===== src/rtl/avalon_mm_fifo_bridge_pkg.sv =====
// avalon_bridge_pkg: shared types, width helpers and derived widths for the
// Avalon-MM FIFO bridge. The derived localparams and cmd_entry_t describe the
// default 32-bit data / 10-bit address / 16-deep configuration; the bridge
// re-derives the same quantities from its own parameters with clog2().
package avalon_bridge_pkg;

    function automatic int clog2(input int value);
        int r;
        r = 0;
        while ((1 << r) < value) r = r + 1;
        return r;
    endfunction

    localparam int DEF_DATA_W    = 32;
    localparam int DEF_ADDR_W    = 10;
    localparam int DEF_RSP_DEPTH = 16;

    localparam int BE_W        = DEF_DATA_W / 8;
    localparam int BYTE_ADDR_W = DEF_ADDR_W + clog2(BE_W);
    localparam int CNT_W       = clog2(DEF_RSP_DEPTH + 1);

    // One queued command, in FIFO storage order.
    typedef struct packed {
        logic [DEF_DATA_W-1:0] writedata;
        logic [DEF_ADDR_W-1:0] address;
        logic                  read;
        logic                  write;
        logic [BE_W-1:0]       byteenable;
    } cmd_entry_t;

endpackage


===== src/rtl/bridge_sync_fifo.sv =====
// bridge_sync_fifo: single-clock show-ahead FIFO. The head entry is always on
// dout; a push into an empty FIFO shows up one cycle later (no fall-through).
// full/empty/count are registered. Storage is reset so dout is 0 out of reset.
module bridge_sync_fifo
    import avalon_bridge_pkg::*;
#(
    parameter int WIDTH = 8,
    parameter int DEPTH = 16
) (
    input  logic                      clk,
    input  logic                      reset_n,
    input  logic                      push,
    input  logic [WIDTH-1:0]          din,
    input  logic                      pop,
    output logic [WIDTH-1:0]          dout,
    output logic                      full,
    output logic                      empty,
    output logic [clog2(DEPTH+1)-1:0] count
);
    localparam int PTR_W = (DEPTH > 1) ? clog2(DEPTH) : 1;
    localparam int CW    = clog2(DEPTH + 1);

    logic [WIDTH-1:0] mem [DEPTH];
    logic [PTR_W-1:0] wr_ptr, rd_ptr;
    logic [CW-1:0]    cnt_nxt;
    logic             do_push, do_pop;

    assign do_push = push & ~full;
    assign do_pop  = pop & ~empty;
    assign dout    = mem[rd_ptr];

    // Next occupancy; simultaneous push and pop leave it unchanged.
    always_comb begin
        cnt_nxt = count;
        if (do_push && !do_pop)      cnt_nxt = count + 1'b1;
        else if (!do_push && do_pop) cnt_nxt = count - 1'b1;
    end

    // Entry storage.
    always_ff @(posedge clk or negedge reset_n) begin
        if (!reset_n) begin
            for (int i = 0; i < DEPTH; i++) mem[i] <= '0;
        end else if (do_push) begin
            mem[wr_ptr] <= din;
        end
    end

    // Pointers and registered status flags.
    always_ff @(posedge clk or negedge reset_n) begin
        if (!reset_n) begin
            wr_ptr <= '0;
            rd_ptr <= '0;
            count  <= '0;
            full   <= 1'b0;
            empty  <= 1'b1;
        end else begin
            if (do_push) wr_ptr <= wr_ptr + 1'b1;
            if (do_pop)  rd_ptr <= rd_ptr + 1'b1;
            count <= cnt_nxt;
            full  <= (cnt_nxt == CW'(DEPTH));
            empty <= (cnt_nxt == '0);
        end
    end

endmodule


===== src/rtl/avalon_mm_fifo_bridge.sv =====
// avalon_mm_fifo_bridge: Avalon-MM pipeline bridge with a command FIFO and a
// read-response FIFO. Reads are credit limited so the response FIFO cannot
// overflow under legal traffic. Define AVALON_BRIDGE_EOP_EN to carry
// endofpacket from the master side to the slave side with each response.
module avalon_mm_fifo_bridge
    import avalon_bridge_pkg::*;
#(
    parameter int DATA_W    = 32,
    parameter int ADDR_W    = 10,
    parameter int CMD_DEPTH = 16,
    parameter int RSP_DEPTH = 16
) (
    input  logic                              clk,
    input  logic                              reset_n,
    input  logic [ADDR_W-1:0]                 slave_address,
    input  logic [DATA_W/8-1:0]               slave_byteenable,
    input  logic                              slave_read,
    input  logic                              slave_write,
    input  logic [DATA_W-1:0]                 slave_writedata,
    output logic                              slave_waitrequest,
    output logic [DATA_W-1:0]                 slave_readdata,
    output logic                              slave_readdatavalid,
`ifdef AVALON_BRIDGE_EOP_EN
    output logic                              slave_endofpacket,
    input  logic                              master_endofpacket,
`endif
    output logic [ADDR_W+clog2(DATA_W/8)-1:0] master_address,
    output logic [DATA_W/8-1:0]               master_byteenable,
    output logic [DATA_W-1:0]                 master_writedata,
    output logic                              master_read,
    output logic                              master_write,
    input  logic                              master_waitrequest,
    input  logic [DATA_W-1:0]                 master_readdata,
    input  logic                              master_readdatavalid,
    output logic                              rsp_error
);
    localparam int BE      = DATA_W / 8;
    localparam int OFS     = clog2(BE);
    localparam int MADDR_W = ADDR_W + OFS;
    localparam int OCNT_W  = clog2(RSP_DEPTH + 1);
`ifdef AVALON_BRIDGE_EOP_EN
    localparam int RSP_W   = DATA_W + 1;
`else
    localparam int RSP_W   = DATA_W;
`endif

    typedef struct packed {
        logic [DATA_W-1:0] writedata;
        logic [ADDR_W-1:0] address;
        logic              read;
        logic              write;
        logic [BE-1:0]     byteenable;
    } cmd_t;

    cmd_t                      cmd_in, cmd_head;
    logic                      cmd_push, cmd_pop, cmd_full, cmd_empty;
    logic [clog2(CMD_DEPTH+1)-1:0] cmd_count;
    logic [RSP_W-1:0]          rsp_din, rsp_dout;
    logic                      rsp_push, rsp_pop, rsp_full, rsp_empty;
    logic [clog2(RSP_DEPTH+1)-1:0] rsp_count;
    logic [OCNT_W-1:0]         outstanding;
    logic                      rd_issue;
    logic                      unused_cnt;

    // ---------------- command path ----------------
    assign cmd_in = '{writedata:  slave_writedata,
                      address:    slave_address,
                      read:       slave_read,
                      write:      slave_write,
                      byteenable: slave_byteenable};

    assign slave_waitrequest = cmd_full;
    assign cmd_push = (slave_read | slave_write) & ~cmd_full;

    bridge_sync_fifo #(.WIDTH($bits(cmd_t)), .DEPTH(CMD_DEPTH)) u_cmd_fifo (
        .clk     (clk),
        .reset_n (reset_n),
        .push    (cmd_push),
        .din     (cmd_in),
        .pop     (cmd_pop),
        .dout    (cmd_head),
        .full    (cmd_full),
        .empty   (cmd_empty),
        .count   (cmd_count)
    );

    assign master_address    = MADDR_W'(cmd_head.address) << OFS;
    assign master_byteenable = cmd_head.byteenable;
    assign master_writedata  = cmd_head.writedata;
    assign master_write      = ~cmd_empty & cmd_head.write;
    assign master_read       = ~cmd_empty & cmd_head.read &
                               (outstanding < OCNT_W'(RSP_DEPTH));
    assign cmd_pop  = (master_read | master_write) & ~master_waitrequest;
    assign rd_issue = master_read & ~master_waitrequest;

    // Read credits: taken on issue, returned when a response leaves the FIFO.
    always_ff @(posedge clk or negedge reset_n) begin
        if (!reset_n) begin
            outstanding <= '0;
        end else if (rd_issue && !rsp_pop) begin
            if (outstanding != OCNT_W'(RSP_DEPTH)) outstanding <= outstanding + 1'b1;
        end else if (!rd_issue && rsp_pop) begin
            if (outstanding != '0) outstanding <= outstanding - 1'b1;
        end
    end

    // ---------------- response path ----------------
`ifdef AVALON_BRIDGE_EOP_EN
    assign rsp_din = {master_readdata, master_endofpacket};
`else
    assign rsp_din = master_readdata;
`endif
    assign rsp_push = master_readdatavalid & ~rsp_full;
    assign rsp_pop  = ~rsp_empty;

    bridge_sync_fifo #(.WIDTH(RSP_W), .DEPTH(RSP_DEPTH)) u_rsp_fifo (
        .clk     (clk),
        .reset_n (reset_n),
        .push    (rsp_push),
        .din     (rsp_din),
        .pop     (rsp_pop),
        .dout    (rsp_dout),
        .full    (rsp_full),
        .empty   (rsp_empty),
        .count   (rsp_count)
    );

    // Occupancy counts are not needed by the bridge itself.
    assign unused_cnt = ^{cmd_count, rsp_count};

    // Slave-side response registers; one entry drained per cycle.
    always_ff @(posedge clk or negedge reset_n) begin
        if (!reset_n) begin
            slave_readdatavalid <= 1'b0;
            slave_readdata      <= '0;
`ifdef AVALON_BRIDGE_EOP_EN
            slave_endofpacket   <= 1'b0;
`endif
        end else begin
            slave_readdatavalid <= rsp_pop;
`ifdef AVALON_BRIDGE_EOP_EN
            slave_endofpacket   <= rsp_pop & rsp_dout[0];
            if (rsp_pop) slave_readdata <= rsp_dout[RSP_W-1:1];
`else
            if (rsp_pop) slave_readdata <= rsp_dout;
`endif
        end
    end

    // Sticky error on a response with no read outstanding or no room left.
    always_ff @(posedge clk or negedge reset_n) begin
        if (!reset_n) begin
            rsp_error <= 1'b0;
        end else if (master_readdatavalid && (outstanding == '0 || rsp_full)) begin
            rsp_error <= 1'b1;
        end
    end

endmodule


===== config.mk =====
export PLATFORM = sky130hd
export DESIGN_NAME = avalon_mm_fifo_bridge
export DESIGN_NICKNAME = d
export VERILOG_FILES = /design/src/rtl/avalon_mm_fifo_bridge_pkg.sv /design/src/rtl/bridge_sync_fifo.sv /design/src/rtl/avalon_mm_fifo_bridge.sv
export SDC_FILE = /design/constraint.sdc
export NUM_CORES = 2
export LEC_CHECK = 0
export CORE_UTILIZATION = 60
export CTS_CLUSTER_DIAMETER = 50
export DETAILED_ROUTE_END_ITERATION = 7
export GPL_ROUTABILITY_DRIVEN = 1
export HOLD_SLACK_MARGIN = 0.12
export PLACE_DENSITY_LB_ADDON = 0.12
export SYNTH_ARGS = -nofsm -noshare
export SYNTH_HDL_FRONTEND = slang
export SYNTH_HIERARCHICAL = 1
export SYNTH_SLANG_ARGS = --single-unit
export TNS_END_PERCENT = 10

===== constraint.sdc =====
create_clock -name clk -period 4.2 [get_ports clk]
set_input_delay 0.63 -clock clk [delete_from_list [all_inputs] [get_ports clk]]
set_output_delay 0.63 -clock clk [all_outputs]
set_load 0.02 [all_outputs]

==> flow_summary_export.csv <==
group,metric,value,unit
status,status,"finished, final reports clean",
floorplanning,die_h,319,um
worst_setup_path,crit_chain,"clkbuf_8 > mux4_2 > a22oi_1 > nand2_1 > clkdlybuf4s50_1",
sta,whs,0.488,ns
yosys,ys_seq_elements,1349,
worst_setup_path,max_stage_delay,0.60,ns
yosys,synth.avg_cell_area,16.0,um2
floorplanning,ios,169,
yosys,yosys.area.top_type,"dfrtp_1",
floorplanning,die_x,319,um
sta,finalHoldViolations,0,
yosys,yosys_most_used_dff,"dfrtp_1",
power,ir_drop,0.725,mV
grt,grt_pass1_vias,38100,
yosys,syn_inst,3764,
min_path,holdCritPathClass,"reg2reg",
yosys,synth_top_area_frac,0.560,
worst_setup_path,path_max_fanout,39,
power,power.leakage,29.3,nW
clock_tree,post_cts_buffers,0,
sta,skew,0.0240,ns
sta,grt_setup_unrepaired,"true",
layout,syn2layout_area_growth,13.5,%
clock_tree,cts_buffer_depth,3,
worst_setup_path,cp-start-kind,"flip-flop",
floorplanning,core-area,98900,um2
clock_tree,htreeDepth,4,
routing,wl_met2,74000,um
layout,area.sequential,33800,um2
power,powerDensity,870,nW/um2
yosys,yosysMostFrequentCell,"dfrtp_1",
grt,grt_max_degree,166,
floorplanning,die_area,102000,um2
power,fin_total_pwr,59.4,mW
clock_tree,cts-buffers-inserted,147,
yosys,synth_commonest_cells,"1347 x dfrtp_1, 1273 x mux2_2, 320 x mux4_2",
layout,multi_input_area,25000,um2
yosys,synth_area,60200,um2
clock_tree,cts_root_buf,"clkbuf_16",
layout,drive_gt1_frac,0.502,
sta,max_slew.worst_pin.slew,1.07,ns
routing,first_pass_iters,5,
routing,routed_via_density,6.50,
routing,ant_nets,0,
routing,drt-met1-wl,61900,um
layout,stdcell_count,5261,
routing,wl,147000,um
clock_tree,clk_latency,0.75,ns
clock_tree,cts_tree,"done",
yosys,synthTopCellsByArea,"dfrtp_1 56%, mux2_2 24%, mux4_2 12%, a22oi_1 2.0%, buf_2 1.1%",
grt,overflow,0,
grt,grt_first_pass_wirelength,231000,um
worst_setup_path,path_delay_family,"buffers and inverters",
worst_setup_path,crit_path_top_delay_cell,"dfrtp_4",
placed_design,io_buffers,166,
routing,top_layer,"met5",
sta,slew_headroom,0.286,
yosys,synth_cell_type_count,49,
placed_design,placed_cells,5000,
clock_tree,path_clk_slew,0.06,ns
flow_run,cap_violations,0,
routing,dr_total_vias,34200,
worst_setup_path,end_kind,"output pin",
yosys,synth_edf_count,0,
worst_setup_path,required,3.57,ns
routing,route.detailed.drc,0,
floorplanning,core.rowCount,115,
sta,finalSetupViolCount,0,
floorplanning,start_util,0.609,
grt,grt_use_total,0.299,
sta,fin_crit_sh,0.965,
layout,layout.nets,3967,
yosys,yosysWarnings,6,
layout,nFillCells,6471,
yosys,async_flop_share,1.00,
placed_design,dpl.hpwl,84800,um
routing,wl_met3,7130,um
worst_setup_path,cp.arrival,3.42,ns
sta,layout_min_cycle_time,4.05,ns
placed_design,globalplace.congestion,0.786,
grt,antenna_found_initial,11,
routing,drtIter0Drc,2505,
clock_tree,cts.sinks,1349,
sta,fmax,247,MHz
yosys,yosysSeqAreaShare,0.561,
routing,post_drt_wl_per_cell,27.9,um
worst_setup_path,critPathKind,"reg2out",
sta,drv_slew,0,
worst_setup_path,critPathBufInv,2,
-- per-layer routing --
layer,vias up,GRT usage
met5,-,0
met4,12,0.0923
met3,286,0.0488
met2,929,0.493
met1,18800,0.413
li1,14200,-
-- cells by family after synthesis --
| group | Yosys count | share of synthesized area |
|---|---|---|
| multiplexers | 1633 | 0.365 |
| flip-flops | 1349 | 0.561 |
| buffers and inverters | 342 | 0.0274 |
| AND/OR/NAND/NOR | 212 | 0.0159 |
| AO/OA/AOI/OAI | 185 | 0.0226 |
| XOR/XNOR | 22 | 0.00320 |
| adder cells (fa/ha/maj) | 20 | 0.00428 |
| other | 1 | 0.0000623 |
-- per-stage QoR --
stage	TNS [ns]	worst slack, ns	cell area, um2	utilization
floorplan	0	0.683	60200	-
global placement	0	0.731	63400	0.642
detailed placement	0	0.681	63400	0.642
CTS	0	0.0312	68300	0.691
global route	-0.00615	-0.00439	68300	0.691
finish	0	0.148	68300	0.691
-- flip-flops by register name (all words and copies together) (netlist names), 4 cells and up --
name               flops
outstanding            5
slave_readdata        32
u_cmd_fifo/count       5
u_cmd_fifo/mem       768
u_cmd_fifo/rd_ptr      4
u_cmd_fifo/wr_ptr      4
u_rsp_fifo/count       5
u_rsp_fifo/mem       512
u_rsp_fifo/rd_ptr      4
u_rsp_fifo/wr_ptr      4
-- cells in the final DEF, fill, tap and decap left out, types with 8 or more instances in the layout --
cell / Yosys / final
buf_4: 37 / 65
clkinv_2: 0 / 27
clkdlybuf4s50_1: 0 / 164
ha_1: 19 / 19
nand2_1: 119 / 103
mux2_2: 1273 / 1273
buf_12: 0 / 40
a22oi_1: 161 / 161
nand2_2: 0 / 16
mux4_2: 320 / 320
clkbuf_16: 0 / 153
inv_1: 17 / 17
clkbuf_1: 137 / 18
xnor2_1: 18 / 18
nor2_4: 0 / 14
clkbuf_8: 0 / 36
mux2_1: 39 / 39
nor3_1: 9 / 9
clkinvlp_4: 0 / 8
dfrtp_1: 1347 / 1343
nor2_1: 31 / 17
-- path summary, 6_finish.rpt --
kind	startpoint	cells after the start	to	slack [ns]
worst max-delay path	u_cmd_fifo/rd_ptr[0]	5	master_address[5]	0.15
worst min-delay path	u_rsp_fifo/mem[309]	1	u_rsp_fifo/mem[309]	0.49
worst max register to register	u_cmd_fifo/rd_ptr[1]	12	outstanding[4]	0.54
worst min register to register	u_rsp_fifo/mem[309]	1	u_rsp_fifo/mem[309]	0.49
max in group asynchronous	reset_n	3	u_rsp_fifo/mem[72]	2.36
min in group asynchronous	reset_n	2	u_cmd_fifo/mem[569]	0.53
-- timing repair --
| action | CTS | global route |
|---|---|---|
| gates resized for setup | 1 | 3 |
| hold buffers | 1 | 0 |
| endpoints found under the hold margin | 85 | 0 |
| setup endpoints to repair | 10 | 3 |
-- report_power, final --
part	leakage, nW	switching (mW)	internal [mW]
registers	16.5	3.67	19.5
clock network	2.38	5.16	7.56
logic	10.4	10.3	13.3
-- final cells by class --
class	count	area share
Sequential cell	1349	0.495
Multi-Input combinational cell	2074	0.366
Clock buffer	206	0.0641
Timing Repair Buffer	274	0.0442
Tap cell	1287	0.0236
Clock inverter	50	0.00641
Inverter	17	0.000934
Antenna cell	4	0.000147
Note: power is estimated with default switching activity, not from simulation.
